$ cat src/rtl/forward_pipe_slice_pkg.sv
// Shared defaults and helpers for the forward-registered pipeline slice.
package forward_pipe_slice_pkg;

  localparam int unsigned FPS_L_DEFAULT     = 8;
  localparam int unsigned FPS_DEPTH_DEFAULT = 2;
  localparam int unsigned FPS_DEPTH_MIN     = 1;
  localparam int unsigned FPS_DEPTH_MAX     = 8;

  // Width needed to hold an occupancy value in 0..depth.
  function automatic int unsigned count_width(int unsigned depth);
    return $clog2(depth + 1);
  endfunction

endpackage

$ cat src/rtl/forward_pipe_slice_if.sv
// Streaming boundary of the forward pipeline slice: producer (_f) side, consumer (_b) side, occupancy.
interface forward_pipe_slice_if
  import forward_pipe_slice_pkg::*;
#(
  parameter int unsigned L     = FPS_L_DEFAULT,
  parameter int unsigned DEPTH = FPS_DEPTH_DEFAULT
);

  localparam int unsigned CW = count_width(DEPTH);

  logic          ready_f;
  logic          valid_f;
  logic [L-1:0]  data_f;
  logic          ready_b;
  logic          valid_b;
  logic [L-1:0]  data_b;
  logic [CW-1:0] count;
  logic          full;
  logic          empty;

  modport slave (
    input  valid_f, data_f, ready_b,
    output ready_f, valid_b, data_b, count, full, empty
  );

  modport master (
    output valid_f, data_f, ready_b,
    input  ready_f, valid_b, data_b, count, full, empty
  );

endinterface

$ cat src/rtl/forward_stage.sv
// One valid/data register stage; its ready is combinational so bubbles collapse through the chain.
module forward_stage #(
  parameter int unsigned L = 8
) (
  input  logic         clk,
  input  logic         rst,
  input  logic         in_valid,
  input  logic [L-1:0] in_data,
  input  logic         in_ready_next,
  output logic         out_valid,
  output logic [L-1:0] out_data,
  output logic         out_ready
);

  // An empty stage can always take a beat, even if everything downstream is stalled.
  assign out_ready = in_ready_next | ~out_valid;

  always_ff @(posedge clk or negedge rst) begin
    if (!rst) begin
      out_valid <= 1'b0;
      out_data  <= '0;
    end else if (out_ready) begin
      out_valid <= in_valid;
      if (in_valid) begin
        out_data <= in_data;
      end
    end
  end

endmodule

$ cat src/rtl/forward_pipe_slice.sv
// Forward-registered pipeline slice: DEPTH valid/data stages, pass-through ready, registered occupancy.
module forward_pipe_slice
  import forward_pipe_slice_pkg::*;
#(
  parameter int unsigned L     = FPS_L_DEFAULT,
  parameter int unsigned DEPTH = FPS_DEPTH_DEFAULT
) (
  input  logic                 clk,
  input  logic                 rst,
  forward_pipe_slice_if.slave  bus
);

  localparam int unsigned CW = count_width(DEPTH);

  if (DEPTH < FPS_DEPTH_MIN || DEPTH > FPS_DEPTH_MAX) begin : g_bad_depth
    $error("forward_pipe_slice: DEPTH=%0d outside %0d..%0d", DEPTH, FPS_DEPTH_MIN, FPS_DEPTH_MAX);
  end

  // Stage 0 faces the producer; stage DEPTH-1 drives the consumer.
  for (genvar i = 0; i < DEPTH; i++) begin : g_stage
    logic         in_valid;
    logic [L-1:0] in_data;
    logic         ready_next;
    logic         stage_valid;
    logic [L-1:0] stage_data;
    logic         stage_ready;

    if (i == 0) begin : g_first
      assign in_valid = bus.valid_f;
      assign in_data  = bus.data_f;
    end else begin : g_chain
      assign in_valid = g_stage[i-1].stage_valid;
      assign in_data  = g_stage[i-1].stage_data;
    end

    if (i == DEPTH - 1) begin : g_last
      assign ready_next = bus.ready_b;
    end else begin : g_mid
      assign ready_next = g_stage[i+1].stage_ready;
    end

    forward_stage #(.L(L)) u_stage (
      .clk           (clk),
      .rst           (rst),
      .in_valid      (in_valid),
      .in_data       (in_data),
      .in_ready_next (ready_next),
      .out_valid     (stage_valid),
      .out_data      (stage_data),
      .out_ready     (stage_ready)
    );
  end

  assign bus.ready_f = g_stage[0].stage_ready & rst;
  assign bus.valid_b = g_stage[DEPTH-1].stage_valid;
  assign bus.data_b  = g_stage[DEPTH-1].stage_data;

  logic          accept;
  logic          emit;
  logic [CW-1:0] count_q;
  logic [CW-1:0] count_nxt;
  logic          full_q;
  logic          empty_q;

  assign accept = bus.valid_f & bus.ready_f;
  assign emit   = bus.valid_b & bus.ready_b;

  always_comb begin
    count_nxt = count_q;
    if (accept && !emit) begin
      count_nxt = count_q + CW'(1);
    end else if (emit && !accept) begin
      count_nxt = count_q - CW'(1);
    end
  end

  // full/empty registered from the next count so they track count exactly.
  always_ff @(posedge clk or negedge rst) begin
    if (!rst) begin
      count_q <= '0;
      full_q  <= 1'b0;
      empty_q <= 1'b1;
    end else begin
      count_q <= count_nxt;
      full_q  <= (count_nxt == CW'(DEPTH));
      empty_q <= (count_nxt == '0);
    end
  end

  assign bus.count = count_q;
  assign bus.full  = full_q;
  assign bus.empty = empty_q;

endmodule

$ cat src/flat_wrapper.sv
// flat-port wrapper written by rule: the top's interface ports become plain ports
module forward_pipe_slice_flat import forward_pipe_slice_pkg::*;
#(
  parameter int unsigned L     = FPS_L_DEFAULT,
  parameter int unsigned DEPTH = FPS_DEPTH_DEFAULT
)
  (clk, rst, bus_valid_f, bus_data_f, bus_ready_b, bus_ready_f, bus_valid_b, bus_data_b, bus_count, bus_full, bus_empty);
  forward_pipe_slice_if #(.L(L), .DEPTH(DEPTH)) bus_i ();
  input  logic clk;
  input  logic rst;
  input wire logic [$bits(bus_i.valid_f)-1:0] bus_valid_f;
  input wire logic [$bits(bus_i.data_f)-1:0] bus_data_f;
  input wire logic [$bits(bus_i.ready_b)-1:0] bus_ready_b;
  output wire logic [$bits(bus_i.ready_f)-1:0] bus_ready_f;
  output wire logic [$bits(bus_i.valid_b)-1:0] bus_valid_b;
  output wire logic [$bits(bus_i.data_b)-1:0] bus_data_b;
  output wire logic [$bits(bus_i.count)-1:0] bus_count;
  output wire logic [$bits(bus_i.full)-1:0] bus_full;
  output wire logic [$bits(bus_i.empty)-1:0] bus_empty;
  assign bus_i.valid_f = bus_valid_f;
  assign bus_i.data_f = bus_data_f;
  assign bus_i.ready_b = bus_ready_b;
  assign bus_ready_f = bus_i.ready_f;
  assign bus_valid_b = bus_i.valid_b;
  assign bus_data_b = bus_i.data_b;
  assign bus_count = bus_i.count;
  assign bus_full = bus_i.full;
  assign bus_empty = bus_i.empty;
  forward_pipe_slice #(.L(L), .DEPTH(DEPTH)) u_core (.clk(clk), .rst(rst), .bus(bus_i));
endmodule
$ cat config.mk
export PLATFORM = sky130hd
export DESIGN_NAME = forward_pipe_slice_flat
export DESIGN_NICKNAME = d
export VERILOG_FILES = /design/src/rtl/forward_pipe_slice_pkg.sv /design/src/rtl/forward_pipe_slice_if.sv /design/src/rtl/forward_stage.sv /design/src/rtl/forward_pipe_slice.sv /design/src/flat_wrapper.sv
export SDC_FILE = /design/constraint.sdc
export NUM_CORES = 1
export LEC_CHECK = 0
export CORE_MARGIN = 2
export CORE_UTILIZATION = 48
export CTS_BUF_LIST = sky130_fd_sc_hd__clkbuf_16
export CTS_CLUSTER_DIAMETER = 150
export DETAILED_ROUTE_END_ITERATION = 6
export PLACE_DENSITY = 0.81
export SLEW_MARGIN = 20
export SYNTH_ARGS = -nofsm -noshare
export SYNTH_HDL_FRONTEND = slang
export SYNTH_SLANG_ARGS = --single-unit
$ cat constraint.sdc
create_clock -name clk -period 3.5 [get_ports clk]
set_input_delay 0.875 -clock clk [delete_from_list [all_inputs] [get_ports clk]]
set_output_delay 0.875 -clock clk [all_outputs]
set_load 0.01 [all_outputs]
==> qor.txt <==
Status: finished, final reports clean
Synth-to-Final Area Change: 41.8%
Pwr dens: 666 mW/mm^2
Critical Path, Cell by Cell: clkdlybuf4s50_1 > nand3b_1 > and2_1 > clkdlybuf4s50_1
RSZ-0062 raised after global routing: false
Final period utilization: 0.881
FILL cells: 133
Row count: 15
Setup Skew: 0.00262 ns
Vias in the first global route: 513
IO Count: 26
Die area: 0.00219 sq mm
Global-route wire length before repair: 2300 microns
Post-route antenna net violation count: 0
Clock Path Buffers: 2
Pint: 623 uW
FF/Latch Area: 552 sq um
Core area: 0.00173 sq mm
Post-cts sizing count: 0
Synth Register Bits: 22
GRT Total Usage: 0.156
Starting Density: 0.510
Logic pwr share: 0.283
Setup TNS: 0 ns
Post-synthesis instance total: 60
Sequential Power Share: 0.436
Hold_buf cts: 0
Switching share of power: 0.251
Crit path kind: input port to output pin
Slew HR: 0.739
Mean Syn Cell Area: 14.7 sq um
Post-DP HPWL: 1040 microns
Maximum number of pins on one net before global-route repair: 25
Port Buf Inserts: 25
Unique masters post-synth: 16
Later-pin clock latency in the skew report: 0.25 ns
Avg WL per Cell: 12.8 microns
Register area share after synthesis: 0.626
DRT Wirelength: 1470 microns
Clock Power Share: 0.281
Setup violations, final: 0
Sink Count: 22
Max Slew Vio Count: 0
GPL Wtd Cong: 0.690
Worst-Margin Slew: 0.391 ns
Hold WS: 0.499 ns
CP max stage cell: clkdlybuf4s50_1
Synth Cell Area: 881 sq um
CP Launch Type: input port
Die Height: 46.8 microns
Tmin final: 3.08 ns
Critical Path AT: 2.21 ns
Max IR drop VDD: 385 uV
Vias: 560
CP most frequent cell: clkdlybuf4s50_1
HP Class: flop to flop
Syn_nets: 72
Commonest non-fill, non-tap cells in the layout: clkdlybuf4s50_1, dfrtp_1, mux2_2, nand2_1
Critical Path RT: 2.62 ns
Layout cells sized above 1: 0.278
1st-iter DRT viols: 2
Area occupied by multi-input gates: 329 sq um
Initial antenna violation count: 0
Total setup buffers inserted after CTS: 0
Highest clock rate: 324 MHz
Crit Path Max Fanout: 4
Die X-Extent: 46.8 microns
Root Buffer: clkbuf_16
Vias/cell: 4.87
Commonest non-fill, non-tap cell in the layout: clkdlybuf4s50_1
Num CTS Buffers: 3
Diode count: 0
P_leak: 0.000514 uW
Sw power: 209 uW
Overflow after GRT: 0
DRC violation count after routing: 0
Total power: 831 uW
Htree depth: 1
TritonCTS clock tree: built
Post-layout util: 0.723
Yosys warns: 0
Nets@finish: 103
CP Capture Type: output pin
Max incr delay on CP: 0.54 ns
Max Cap Violations: 0
Clk slew on worst S/H paths: 0.05 ns
TritonRoute pass-1 iters: 2
Final Hold Viols: 0
metal layers:
layer | track usage | share of wire | vias up
met2 | 0.255 | 0.52 | 13
met4 | 0.0667 | 0.0061 | 0
li1 | - | - | 272
met3 | 0.0346 | 0.033 | 2
met1 | 0.201 | 0.44 | 273
met5 | 0 | 0 | -
cell families (layout without fill, tap and decap cells):
group	count (synthesis)	after routing	synth area share
AND/OR/NAND/NOR	13	13	0.0909
AO/OA/AOI/OAI	7	7	0.0568
XOR/XNOR	1	1	0.00994
buffers and inverters	0	30	0
flip-flops	22	22	0.626
multiplexers	17	17	0.216
sequential cells by signal, indices dropped and copies added, names as in the netlist:
| name | cells |
|---|---|
| u_core.g_stage.u_stage.out_valid | 2 |
| u_core.bus.empty | 1 |
| u_core.bus.count | 2 |
| u_core.g_stage.u_stage.out_data | 16 |
| u_core.bus.full | 1 |
metrics by stage:
step	std cells	instance area [sq um]	setup WS (ns)
2_1_floorplan	60	881	1.39
4_1_cts	115	1250	0.409
3_3_place_gp	111	1170	0.455
5_1_grt	115	1250	0.353
3_5_place_dp	111	1170	0.421
6_report	115	1250	0.415
cell type report:
type | instances | area share
sequential | 22 | 0.442
multi-input combinational | 38 | 0.264
clock inverter | 1 | 0.00301
clock buffer | 3 | 0.0601
tap | 25 | 0.0251
timing repair buffer | 26 | 0.206
worst max-delay path: cells and delay by family:
family                 cells  cell delay (ns)
AND/OR/NAND/NOR            2             0.29
buffers and inverters      2             1.04
power groups by stage:
stage          logic [uW]  clock network (uW)  registers, uW
2_1_floorplan        88.6                   0            384
4_1_cts               239                 240            362
6_report              235                 234            362
5_1_grt               256                 248            369
3_3_place_gp          232                   0            362
3_5_place_dp          237                   0            366
synthesized netlist by cell type, drive strengths merged:
cell type / n / area (sq um)
dfstp: 1 / 26.3
a31oi: 1 / 12.5
a21oi: 3 / 15.0
a22oi: 1 / 12.5
xnor2: 1 / 8.76
and2: 2 / 12.5
and3: 1 / 11.3
nand2: 5 / 18.8
dfrtp: 21 / 526
nand3b: 1 / 7.51
mux2i: 1 / 10.0
nand2b: 3 / 18.8
or3: 1 / 11.3
mux2: 16 / 180
o21ai: 2 / 10.0
path summary, 6_finish.rpt:
path / from / to / slack, ns / cells past startpoint
max: bus_ready_b / bus_ready_f / 0.42 / 4
min: u_core.g_stage[0].u_stage.out_data[6]$_DFFE_PN0P_ / u_core.g_stage[0].u_stage.out_data[6]$_DFFE_PN0P_ / 0.50 / 1
max reg2reg: u_core.g_stage[1].u_stage.out_valid$_DFFE_PN0P_ / u_core.bus.count[0]$_DFF_PN0_ / 2.14 / 4
min reg2reg: u_core.g_stage[0].u_stage.out_data[6]$_DFFE_PN0P_ / u_core.g_stage[0].u_stage.out_data[6]$_DFFE_PN0P_ / 0.50 / 1
max in group asynchronous: rst / u_core.bus.empty$_DFF_PN1_ / 2.21 / 2
min in group asynchronous: rst / u_core.bus.count[1]$_DFF_PN0_ / 1.01 / 2
Power figures use the tool's default switching activity.
